File: config.mk
export PLATFORM = sky130hd
export DESIGN_NAME = bp_tlb_event_monitor
export DESIGN_NICKNAME = d
export VERILOG_FILES = /design/src/rtl/bp_tlb_event_monitor_pkg.sv /design/src/rtl/bp_tlb_event_monitor_channel.sv /design/src/rtl/bp_tlb_event_monitor.sv
export SDC_FILE = /design/constraint.sdc
export NUM_CORES = 1
export LEC_CHECK = 0
export BUFFER_PORTS_ARGS = -buffer_cell sky130_fd_sc_hd__buf_2
export CAP_MARGIN = 10
export CELL_PAD_IN_SITES_DETAIL_PLACEMENT = 0
export CELL_PAD_IN_SITES_GLOBAL_PLACEMENT = 1
export CORE_MARGIN = 4
export CORE_UTILIZATION = 47
export CTS_BUF_LIST = sky130_fd_sc_hd__clkbuf_8
export DETAILED_ROUTE_END_ITERATION = 12
export PLACE_DENSITY = 0.83
export SKIP_LAST_GASP = 1
export SLEW_MARGIN = 0
export SYNTH_ARGS = -nofsm -noshare
export SYNTH_HDL_FRONTEND = slang
export SYNTH_SLANG_ARGS = --single-unit
File: constraint.sdc
create_clock -name clk_i -period 2.4 [get_ports clk_i]
set_input_delay 0 -clock clk_i [delete_from_list [all_inputs] [get_ports clk_i]]
set_output_delay 0 -clock clk_i [all_outputs]
set_load 0.01 [all_outputs]
File: src/rtl/bp_tlb_event_monitor_pkg.sv
// bp_common_pkg: shared selector and FSM types for the TLB event monitor
package bp_common_pkg;
   localparam int tlb_stat_sel_width_gp = 3;
   localparam int tlb_stat_num_gp = 7;
   typedef enum logic [tlb_stat_sel_width_gp-1:0] {
      e_tlb_stat_reads,
      e_tlb_stat_misses,
      e_tlb_stat_fills,
      e_tlb_stat_clears,
      e_tlb_stat_lat_sum,
      e_tlb_stat_lat_max,
      e_tlb_stat_aborts
   } bp_tlb_stat_sel_e;
   typedef enum logic {e_lat_idle, e_lat_wait} bp_tlb_lat_state_e;
endpackage

File: src/rtl/bp_tlb_event_monitor_channel.sv
// bp_tlb_event_channel: one TLB's saturating event counters and miss-to-fill latency tracker
module bp_tlb_event_channel
   import bp_common_pkg::*;
#(
   parameter int cnt_width_p = 32,
   parameter int lat_width_p = 16
)(
   input  logic                                        clk_i,
   input  logic                                        reset_n_i,
   input  logic                                        freeze_i,
   input  logic                                        clr_stats_i,
   input  logic                                        cam_r_v_i,
   input  logic                                        miss_v_i,
   input  logic                                        fill_v_i,
   input  logic                                        clear_i,
   output logic [tlb_stat_num_gp-1:0][cnt_width_p-1:0] stat_o
);
   localparam int sum_width_lp = (cnt_width_p > lat_width_p ? cnt_width_p : lat_width_p) + 1;
   bp_tlb_lat_state_e state_q, state_d;
   logic [4:0][cnt_width_p-1:0] cnt_q, cnt_d;
   logic [4:0] inc;
   logic [cnt_width_p-1:0] lat_sum_q, lat_sum_d;
   logic [lat_width_p-1:0] lat_q, lat_d, lat_max_q, lat_max_d;
   logic [sum_width_lp-1:0] sum_ext;
   logic in_wait, done, abort;
   always_ff @(posedge clk_i or negedge reset_n_i)
      if (!reset_n_i) state_q <= e_lat_idle;
      else state_q <= state_d;
   always_comb
      state_d = (clr_stats_i | freeze_i) ? e_lat_idle
              : (state_q == e_lat_idle) ? ((miss_v_i & ~fill_v_i) ? e_lat_wait : e_lat_idle)
              : ((fill_v_i | clear_i) ? e_lat_idle : e_lat_wait);
   always_comb begin
      in_wait = (state_q == e_lat_wait) & ~freeze_i;
      done = in_wait & fill_v_i & ~clear_i;
      abort = in_wait & clear_i;
      lat_d = (state_d != e_lat_wait) ? '0
            : (state_q == e_lat_idle) ? lat_width_p'(1)
            : (&lat_q ? lat_q : lat_q + 1'b1);
      inc = freeze_i ? '0 : {abort, clear_i, fill_v_i, miss_v_i, cam_r_v_i};
   end
   always_comb begin
      sum_ext = sum_width_lp'(lat_sum_q) + sum_width_lp'(lat_q);
      for (int i = 0; i < 5; i++)
         cnt_d[i] = clr_stats_i ? '0 : (inc[i] & ~&cnt_q[i]) ? cnt_q[i] + 1'b1 : cnt_q[i];
      lat_sum_d = clr_stats_i ? '0
                : ~done ? lat_sum_q
                : (sum_ext > sum_width_lp'({cnt_width_p{1'b1}})) ? '1 : cnt_width_p'(sum_ext);
      lat_max_d = clr_stats_i ? '0 : (done & (lat_q > lat_max_q)) ? lat_q : lat_max_q;
   end
   always_ff @(posedge clk_i or negedge reset_n_i)
      if (!reset_n_i) begin
         cnt_q <= '0;
         lat_sum_q <= '0;
         lat_q <= '0;
         lat_max_q <= '0;
      end else begin
         cnt_q <= cnt_d;
         lat_sum_q <= lat_sum_d;
         lat_q <= lat_d;
         lat_max_q <= lat_max_d;
      end
   assign stat_o = {cnt_q[4], cnt_width_p'(lat_max_q), lat_sum_q, cnt_q[3:0]};
endmodule

File: src/rtl/bp_tlb_event_monitor.sv
// bp_tlb_event_monitor: per-TLB event statistics with a valid/yumi readout register
module bp_tlb_event_monitor
   import bp_common_pkg::*;
#(
   parameter int num_tlb_p = 2,
   parameter int cnt_width_p = 32,
   parameter int lat_width_p = 16,
   localparam int tlb_width_lp = (num_tlb_p > 1) ? $clog2(num_tlb_p) : 1
)(
   input  logic                             clk_i,
   input  logic                             reset_n_i,
   input  logic                             freeze_i,
   input  logic                             clr_stats_i,
   input  logic [num_tlb_p-1:0]             cam_r_v_i,
   input  logic [num_tlb_p-1:0]             miss_v_i,
   input  logic [num_tlb_p-1:0]             fill_v_i,
   input  logic [num_tlb_p-1:0]             clear_i,
   input  logic                             rd_v_i,
   output logic                             rd_ready_o,
   input  logic [tlb_width_lp-1:0]          rd_tlb_i,
   input  logic [tlb_stat_sel_width_gp-1:0] rd_sel_i,
   output logic                             data_v_o,
   output logic [cnt_width_p-1:0]           data_o,
   input  logic                             data_yumi_i
);
   logic [num_tlb_p-1:0][tlb_stat_num_gp-1:0][cnt_width_p-1:0] stats;
   logic [cnt_width_p-1:0] sel_data, data_q, data_d;
   logic data_v_q, data_v_d, accept;
   for (genvar i = 0; i < num_tlb_p; i++) begin : ch
      bp_tlb_event_channel #(.cnt_width_p(cnt_width_p), .lat_width_p(lat_width_p)) chan (
         .clk_i(clk_i),
         .reset_n_i(reset_n_i),
         .freeze_i(freeze_i),
         .clr_stats_i(clr_stats_i),
         .cam_r_v_i(cam_r_v_i[i]),
         .miss_v_i(miss_v_i[i]),
         .fill_v_i(fill_v_i[i]),
         .clear_i(clear_i[i]),
         .stat_o(stats[i])
      );
   end
   always_comb begin
      sel_data = (int'(rd_tlb_i) < num_tlb_p && int'(rd_sel_i) < tlb_stat_num_gp)
               ? stats[rd_tlb_i][rd_sel_i] : '0;
      rd_ready_o = ~data_v_q | data_yumi_i;
      accept = rd_v_i & rd_ready_o;
      data_v_d = accept | (data_v_q & ~data_yumi_i);
      data_d = accept ? sel_data : data_q;
   end
   always_ff @(posedge clk_i or negedge reset_n_i)
      if (!reset_n_i) begin
         data_v_q <= 1'b0;
         data_q <= '0;
      end else begin
         data_v_q <= data_v_d;
         data_q <= data_d;
      end
   assign data_v_o = data_v_q;
   assign data_o = data_q;
   assert property (@(posedge clk_i) disable iff (!reset_n_i) data_yumi_i |-> data_v_q);
endmodule

# Word level (Yosys, flattened, before mapping)
# Index checks and enable logic that the tools add are counted.
dict set report op_classes {
  add_sub_neg 14
  magnitude_cmp 7
  n_eq_ne 2
  n_mux 51
  n_bitwise 36
  n_reduce_logical 36
}
# op count
set ops {}
lappend ops {{2-to-1 mux 32 bit} 28}
lappend ops {{2-to-1 mux 224 bit} 2}
lappend ops {{adder 32 x 1 -> 32 bit, second input constant} 10}
lappend ops {{AND reduction 32 bit} 10}
lappend ops {{2-to-1 mux 16 bit} 10}
lappend ops {{binary-select mux 32 bit (select 3 bit)} 1}
lappend ops {{adder 32 x 16 -> 33 bit} 2}
lappend ops {{greater-than comparator 33 x 32 -> 1 bit, second input constant} 2}
lappend ops {{adder 16 x 1 -> 16 bit, second input constant} 2}
lappend ops {{greater-than comparator 16 bit} 2}
lappend ops {{AND reduction 16 bit} 2}
lappend ops {{nonzero test 2 bit} 14}
lappend ops {{bitwise AND 1 bit} 24}
lappend ops {{logical NOT 1 bit} 10}
lappend ops {{2-to-1 mux 5 bit} 2}
lappend ops {{2-to-1 mux 1 bit} 8}
lappend ops {{NOT 1 bit} 7}
lappend ops {{!= test 3 bit, second input constant} 2}
lappend ops {{OR 1 bit} 5}
lappend ops {{< comparator 3 x 4 -> 1 bit, second input constant} 1}
lappend ops {{< comparator 3 bit, second input constant} 1}
lappend ops {{< comparator 1 x 2 -> 1 bit, second input constant} 1}
dict set report totals {
  reg_bits 483
  output_inout_bits 34
}

# Logic depth before layout (Yosys ltp)
dict set report depth {
  word_depth 7
  mapped_depth 11
  depth_no_buf 10
}

# Cells and area by module
# A second synthesis with hierarchy kept.
dict set report unflattened {
  cells_unflattened 3054
  area_unflattened_um2 29638.4
}
# module n_inst cells_per_inst area_each_um2 seq_area_each_um2
set by_module_without_submodules {}
lappend by_module_without_submodules {{bp_tlb_event_channel at ch[1].chan} 1 1364 12689.7 5630.4}
lappend by_module_without_submodules {{bp_tlb_event_channel at ch[0].chan} 1 1312 12230.5 5630.4}
lappend by_module_without_submodules {bp_tlb_event_monitor 1 378 4718.3 825.8}

# Worst setup path after synthesis
# OpenSTA, ideal clock, no wires.
dict set report synth_path {
  kind {register to register}
  from {register ch[0].chan.lat_q[0]}
  to {register ch[0].chan.lat_sum_q[22]}
  arrival_time_ns 2.450
  required_time_ns 2.301
  path_slack_ns -0.149
  stages_incl_launch_ff 12
  synth_period_minus_slack_ns 2.549
  cell_sequence {dfrtp_1 -> ha_1 -> inv_1 -> fa_1 -> nor2b_1 -> o31ai_1 -> a211oi_1 -> o21a_1 -> and2_1 -> clkbuf_1 -> a31oi_1 -> a311oi_1}
}
dict set report synth_between {
  elab_chain_cells 5
}
# item line
set synth_rtl {}
lappend synth_rtl {{from (decl)} bp_tlb_event_monitor_channel.sv:23} ;# logic [lat_width_p-1:0] lat_q, lat_d, lat_max_q, lat_max_d;
lappend synth_rtl {{from (signal assigned)} bp_tlb_event_monitor_channel.sv:60} ;# lat_q <= lat_d;
lappend synth_rtl {{adder 32 x 16 -> 33 bit *} bp_tlb_event_monitor_channel.sv:43} ;# sum_ext = sum_width_lp'(lat_sum_q) + sum_width_lp'(lat_q);
lappend synth_rtl {{greater-than comparator 33 x 32 -> 1 bit} bp_tlb_event_monitor_channel.sv:48} ;# : (sum_ext > sum_width_lp'({cnt_width_p{1'b1}})) ? '1 : cnt_width_p'(sum_ext);
lappend synth_rtl {{2-to-1 mux 32 bit *} bp_tlb_event_monitor_channel.sv:48}
lappend synth_rtl {{2-to-1 mux 32 bit *} bp_tlb_event_monitor_channel.sv:47} ;# : ~done ? lat_sum_q
lappend synth_rtl {{2-to-1 mux 32 bit *} bp_tlb_event_monitor_channel.sv:46} ;# lat_sum_d = clr_stats_i ? '0
lappend synth_rtl {{to (signal assigned)} bp_tlb_event_monitor_channel.sv:59} ;# lat_sum_q <= lat_sum_d;
lappend synth_rtl {{to (decl)} bp_tlb_event_monitor_channel.sv:22} ;# logic [cnt_width_p-1:0] lat_sum_q, lat_sum_d;
# Every way passes the cells marked *; elsewhere a longest branch is shown, timed or not. The select of a mux whose other input is x is not followed.
# A chain may end at the register's enable or synchronous reset.

# Worst setup path after layout
dict set report layout_path {
  from {register ch[1].chan.lat_sum_q[11]}
  to {register ch[1].chan.lat_sum_q[16]}
}
dict set report layout_between {
  elab_chain_cells 5
}
# item line
set layout_rtl {}
lappend layout_rtl {{from (decl)} bp_tlb_event_monitor_channel.sv:22}
lappend layout_rtl {{from (signal assigned)} bp_tlb_event_monitor_channel.sv:59}
lappend layout_rtl {{adder 32 x 16 -> 33 bit *} bp_tlb_event_monitor_channel.sv:43}
lappend layout_rtl {{greater-than comparator 33 x 32 -> 1 bit} bp_tlb_event_monitor_channel.sv:48}
lappend layout_rtl {{2-to-1 mux 32 bit *} bp_tlb_event_monitor_channel.sv:48}
lappend layout_rtl {{2-to-1 mux 32 bit *} bp_tlb_event_monitor_channel.sv:47}
lappend layout_rtl {{2-to-1 mux 32 bit *} bp_tlb_event_monitor_channel.sv:46}
# Marks and branches as above.

==> run_results.csv <==
group,metric,value,unit
outcome,outcome,"finished, violations left",
outcome,violations,"negative setup slack",
power,vdd_drop_max,0.0003864,V
power,power_frac_comb,5.2,%
sta,skew,0.02411,ns
synth,synth_fp_nets,3063,
synth,ys.flop_type,"dfrtp_1",
synth,synth_top_family_by_area,"simple AND/OR/NAND/NOR gates",
placement,place.gp.congestion,0.9325,
global_routing,grt_max_degree,115,
synth,synth_compound_area_share,8.866,%
sta,hold_viol,0,
routing,drtIter0Drc,2146,
power,power.switching,4.239,mW
power,p_clk_share,45.9,%
routing,drt-total-wl,91810,um
setup_path,cp_data_arrival_time,3.00,ns
clocking,cts_htree_levels,3,
setup_path,startpoint_type,"flop",
sta,post-route-min-period,2.450,ns
global_routing,grt_pass1_vias,24637,
clocking,cts_made_buffers,87,
synth,yosys_register_bits,483,
synth,synthTopCellsByArea,"dfrtp_1, mux4_2, nor2_1, xor2_1, xnor2_1",
synth,synth_edf_count,0,
die,ios,52,
global_routing,grt_pass1_wl,142100,um
finish,fin_util,58.06,%
sta,relSlewSlack,31.11,%
synth,synth_common_cells,"nor2_1, dfrtp_1, nand2_1",
finish,layout.cells.non_filler,4171,
sta,slew_viol_final,0,
routing,dr_total_vias,24912,
setup_path,cp-end-kind,"flop",
finish,nNetsFinal,3429,
global_routing,gr-total-overflow,0,
die,core_area,0.06047,mm^2
finish,drive_above_1_share,23.14,%
synth,avgSynthCellArea,9.713,um^2
placement,place_inst,3982,
synth,synth_most_common_cell,"nor2_1",
setup_path,crit_path_cell_trace,"ha_4, a21o_1, o21bai_4, a311o_1, buf_4, o21ai_2, nor3_4, buf_4, o31a_1",
worst_hold_path,hold_class,"in2reg",
sta,rsz0062_at_grt,"yes",
synth,synthAdderAreaFrac,3.439,%
die,die_x,255.6,um
power,intPower,12.53,mW
setup_path,rr_worst_depth,9,
routing,drc,0,
die,die_y,255.6,um
synth,yosysTopAreaCellShare,41.94,%
worst_hold_path,hold_depth,5,
sta,worstMarginPinSlew,1.033,ns
routing,dr.pass1.iters,7,
power,swShare,25.28,%
clocking,clkLatencyLatePin,0.69,ns
clocking,clock-sinks,483,
placement,io_buffers,51,
synth,synth-xor-area-share,9.452,%
clocking,cts_buffer_depth,3,
synth,ys_warn_count,0,
setup_path,worstPathMaxFanout,5,
routing,wl_per_cell,22.01,um
finish,area_growth,21.82,%
power,leakagePower,15.36,nW
global_routing,grt_usage,27.30,%
setup_path,cp_slowest_cell,"dfrtp_1",
synth,yosysTopAreaCell,"dfrtp_1",
synth,synth_cell_type_count,84,
setup_path,required,2.95,ns
clocking,clk_pin_slew_worst_paths,0.06,ns
die,start_util,47.66,%
power,power_density,477.6,mW/mm^2
clocking,cts_tree,"yes",
sta,period_share,102.1,%
sta,whs,0.04396,ns
die,placementRows,90,
synth,synthMuxAreaShare,10.82,%
flow_run,drv_cap,0,
setup_path,slowest_delay,0.41,ns
sta,setup_viol,9,
synth,netlist_area,0.02882,mm^2
setup_path,crit_path_frequent_cell,"buf_4",
synth,synthCells,2967,
sta,fin_ws,-0.05017,ns
sta,clock.fmax,408.1,MHz
routing,avgViaCountPerCell,5.973,
synth,seq_area_frac_synth,41.94,%
power,p_seq_share,48.9,%
routing,ant_nets,0,
clocking,clock-root-buffer,"clkbuf_8",
setup_path,critPathKind,"reg2reg",
synth,synthArstFlopShare,100.0,%
placement,post-dp-hpwl,67570,um
global_routing,antenna_found_initial,4,
synth,yosys.area_share.simple,22.75,%
die,dieArea,0.06534,mm^2
## cell families (layout without fill, tap and decap cells)
group,after synthesis,after routing
XOR/XNOR,311,311
adder cells (fa/ha/maj),78,78
AND/OR/NAND/NOR,1319,1319
flip-flops,483,483
other,0,1
multiplexers,191,191
buffers and inverters,195,616
AO/OA/AOI/OAI,390,390
## metal layers
metal / GRT usage (%) / vias to the layer above / share of wire, %
met5: 0 / - / 0
met4: 11.73 / 0 / 5.1
met3: 4.175 / 206 / 6.2
met2: 45.51 / 803 / 48
met1: 35.70 / 12499 / 41
li1: - / 11404 / -
## path summary, 6_finish.rpt
check,startpoint,endpoint,slack [ns]
min in group asynchronous,reset_n_i,ch[1].chan.lat_max_q[5]$_DFFE_PN0P_,0.54
hold reg to reg,data_o[9]$_DFFE_PN0P_,data_o[9]$_DFFE_PN0P_,0.47
hold / removal,data_yumi_i,data_o[2]$_DFFE_PN0P_,0.04
setup reg to reg,ch[1].chan.lat_sum_q[11]$_DFFE_PN0P_,ch[1].chan.lat_sum_q[16]$_DFFE_PN0P_,-0.05
setup / recovery,ch[1].chan.lat_sum_q[11]$_DFFE_PN0P_,ch[1].chan.lat_sum_q[16]$_DFFE_PN0P_,-0.05
max in group asynchronous,reset_n_i,ch[0].chan.stat_o[35]$_DFFE_PN0P_,1.24
## state kept, by name (all words and copies together) (netlist names)
register           cells
ch.chan.lat_max_q     32
ch.chan.lat_q         32
ch.chan.lat_sum_q     64
ch.chan.stat_o       320
ch.chan.state_q        2
data_o                32
data_v_o               1
## metrics by stage
stage / power, mW / area, um^2 / setup TNS (ns) / setup slack [ns]
after floorplan: 8.754 / 28880 / 0 / 0.003876
after global placement: 9.174 / 32130 / -1.351 / -0.1278
after detailed placement: 9.192 / 32130 / -5.322 / -0.2086
after CTS: 16.93 / 34160 / -0.1394 / -0.03244
after global routing: 17.36 / 35110 / -3.502 / -0.1578
final: 16.77 / 35110 / -0.2077 / -0.05017
## repair_timing
item	4_1_cts	5_1_grt
endpoints found under the hold margin	718	0
pin swaps	15	61
gates resized for setup	34	132
buffers inserted	4	24
setup endpoints to repair	86	135
hold buffers	16	0
## power groups by stage
stage               Clock [mW]  Sequential [mW]  Combinational [mW]
finish                    7.69             8.20               0.878
global route              8.20             8.20               0.960
CTS                       7.85             8.20               0.881
detailed placement           0             8.34               0.850
global placement             0             8.34               0.834
floorplan                    0             8.35               0.408
## worst max-delay path: cells and delay by family (launching register included)
kind | cells | cell delay (ns)
AO/OA/AOI/OAI | 5 | 1.24
flip-flops | 1 | 0.41
adder cells (fa/ha/maj) | 1 | 0.27
AND/OR/NAND/NOR | 1 | 0.09
buffers and inverters | 2 | 0.31
## final cells by class
type	instances	area, um^2
Clock buffer	106	1459
Timing Repair Buffer	403	3233
Multi-Input combinational cell	2289	16870
Tap cell	782	978.4
Sequential cell	483	12090
Antenna cell	1	2.502
Inverter	69	259.0
Fill cell	5162	25360
Clock inverter	38	215.2
## cells in the final DEF (no fill, tap or decap), types with 16 or more instances in the layout
cell / n
nor3_1: 48
nor2_1: 476
buf_12: 17
ha_1: 46
mux4_2: 95
and3_1: 84
ha_4: 25
nand2b_1: 22
a311oi_1: 17
nor2b_1: 25
nand4_1: 108
buf_4: 306
mux2i_1: 94
nand3_1: 130
or3_1: 40
dfrtp_1: 483
xnor2_1: 115
buf_6: 16
inv_1: 90
and2_1: 24
clkbuf_8: 106
xor2_1: 196
and4_1: 51
o221a_2: 16
a21oi_1: 91
buf_2: 47
o21ai_0: 101
a31oi_1: 18
nand2_1: 205
Note: power is estimated with default switching activity, not from simulation.
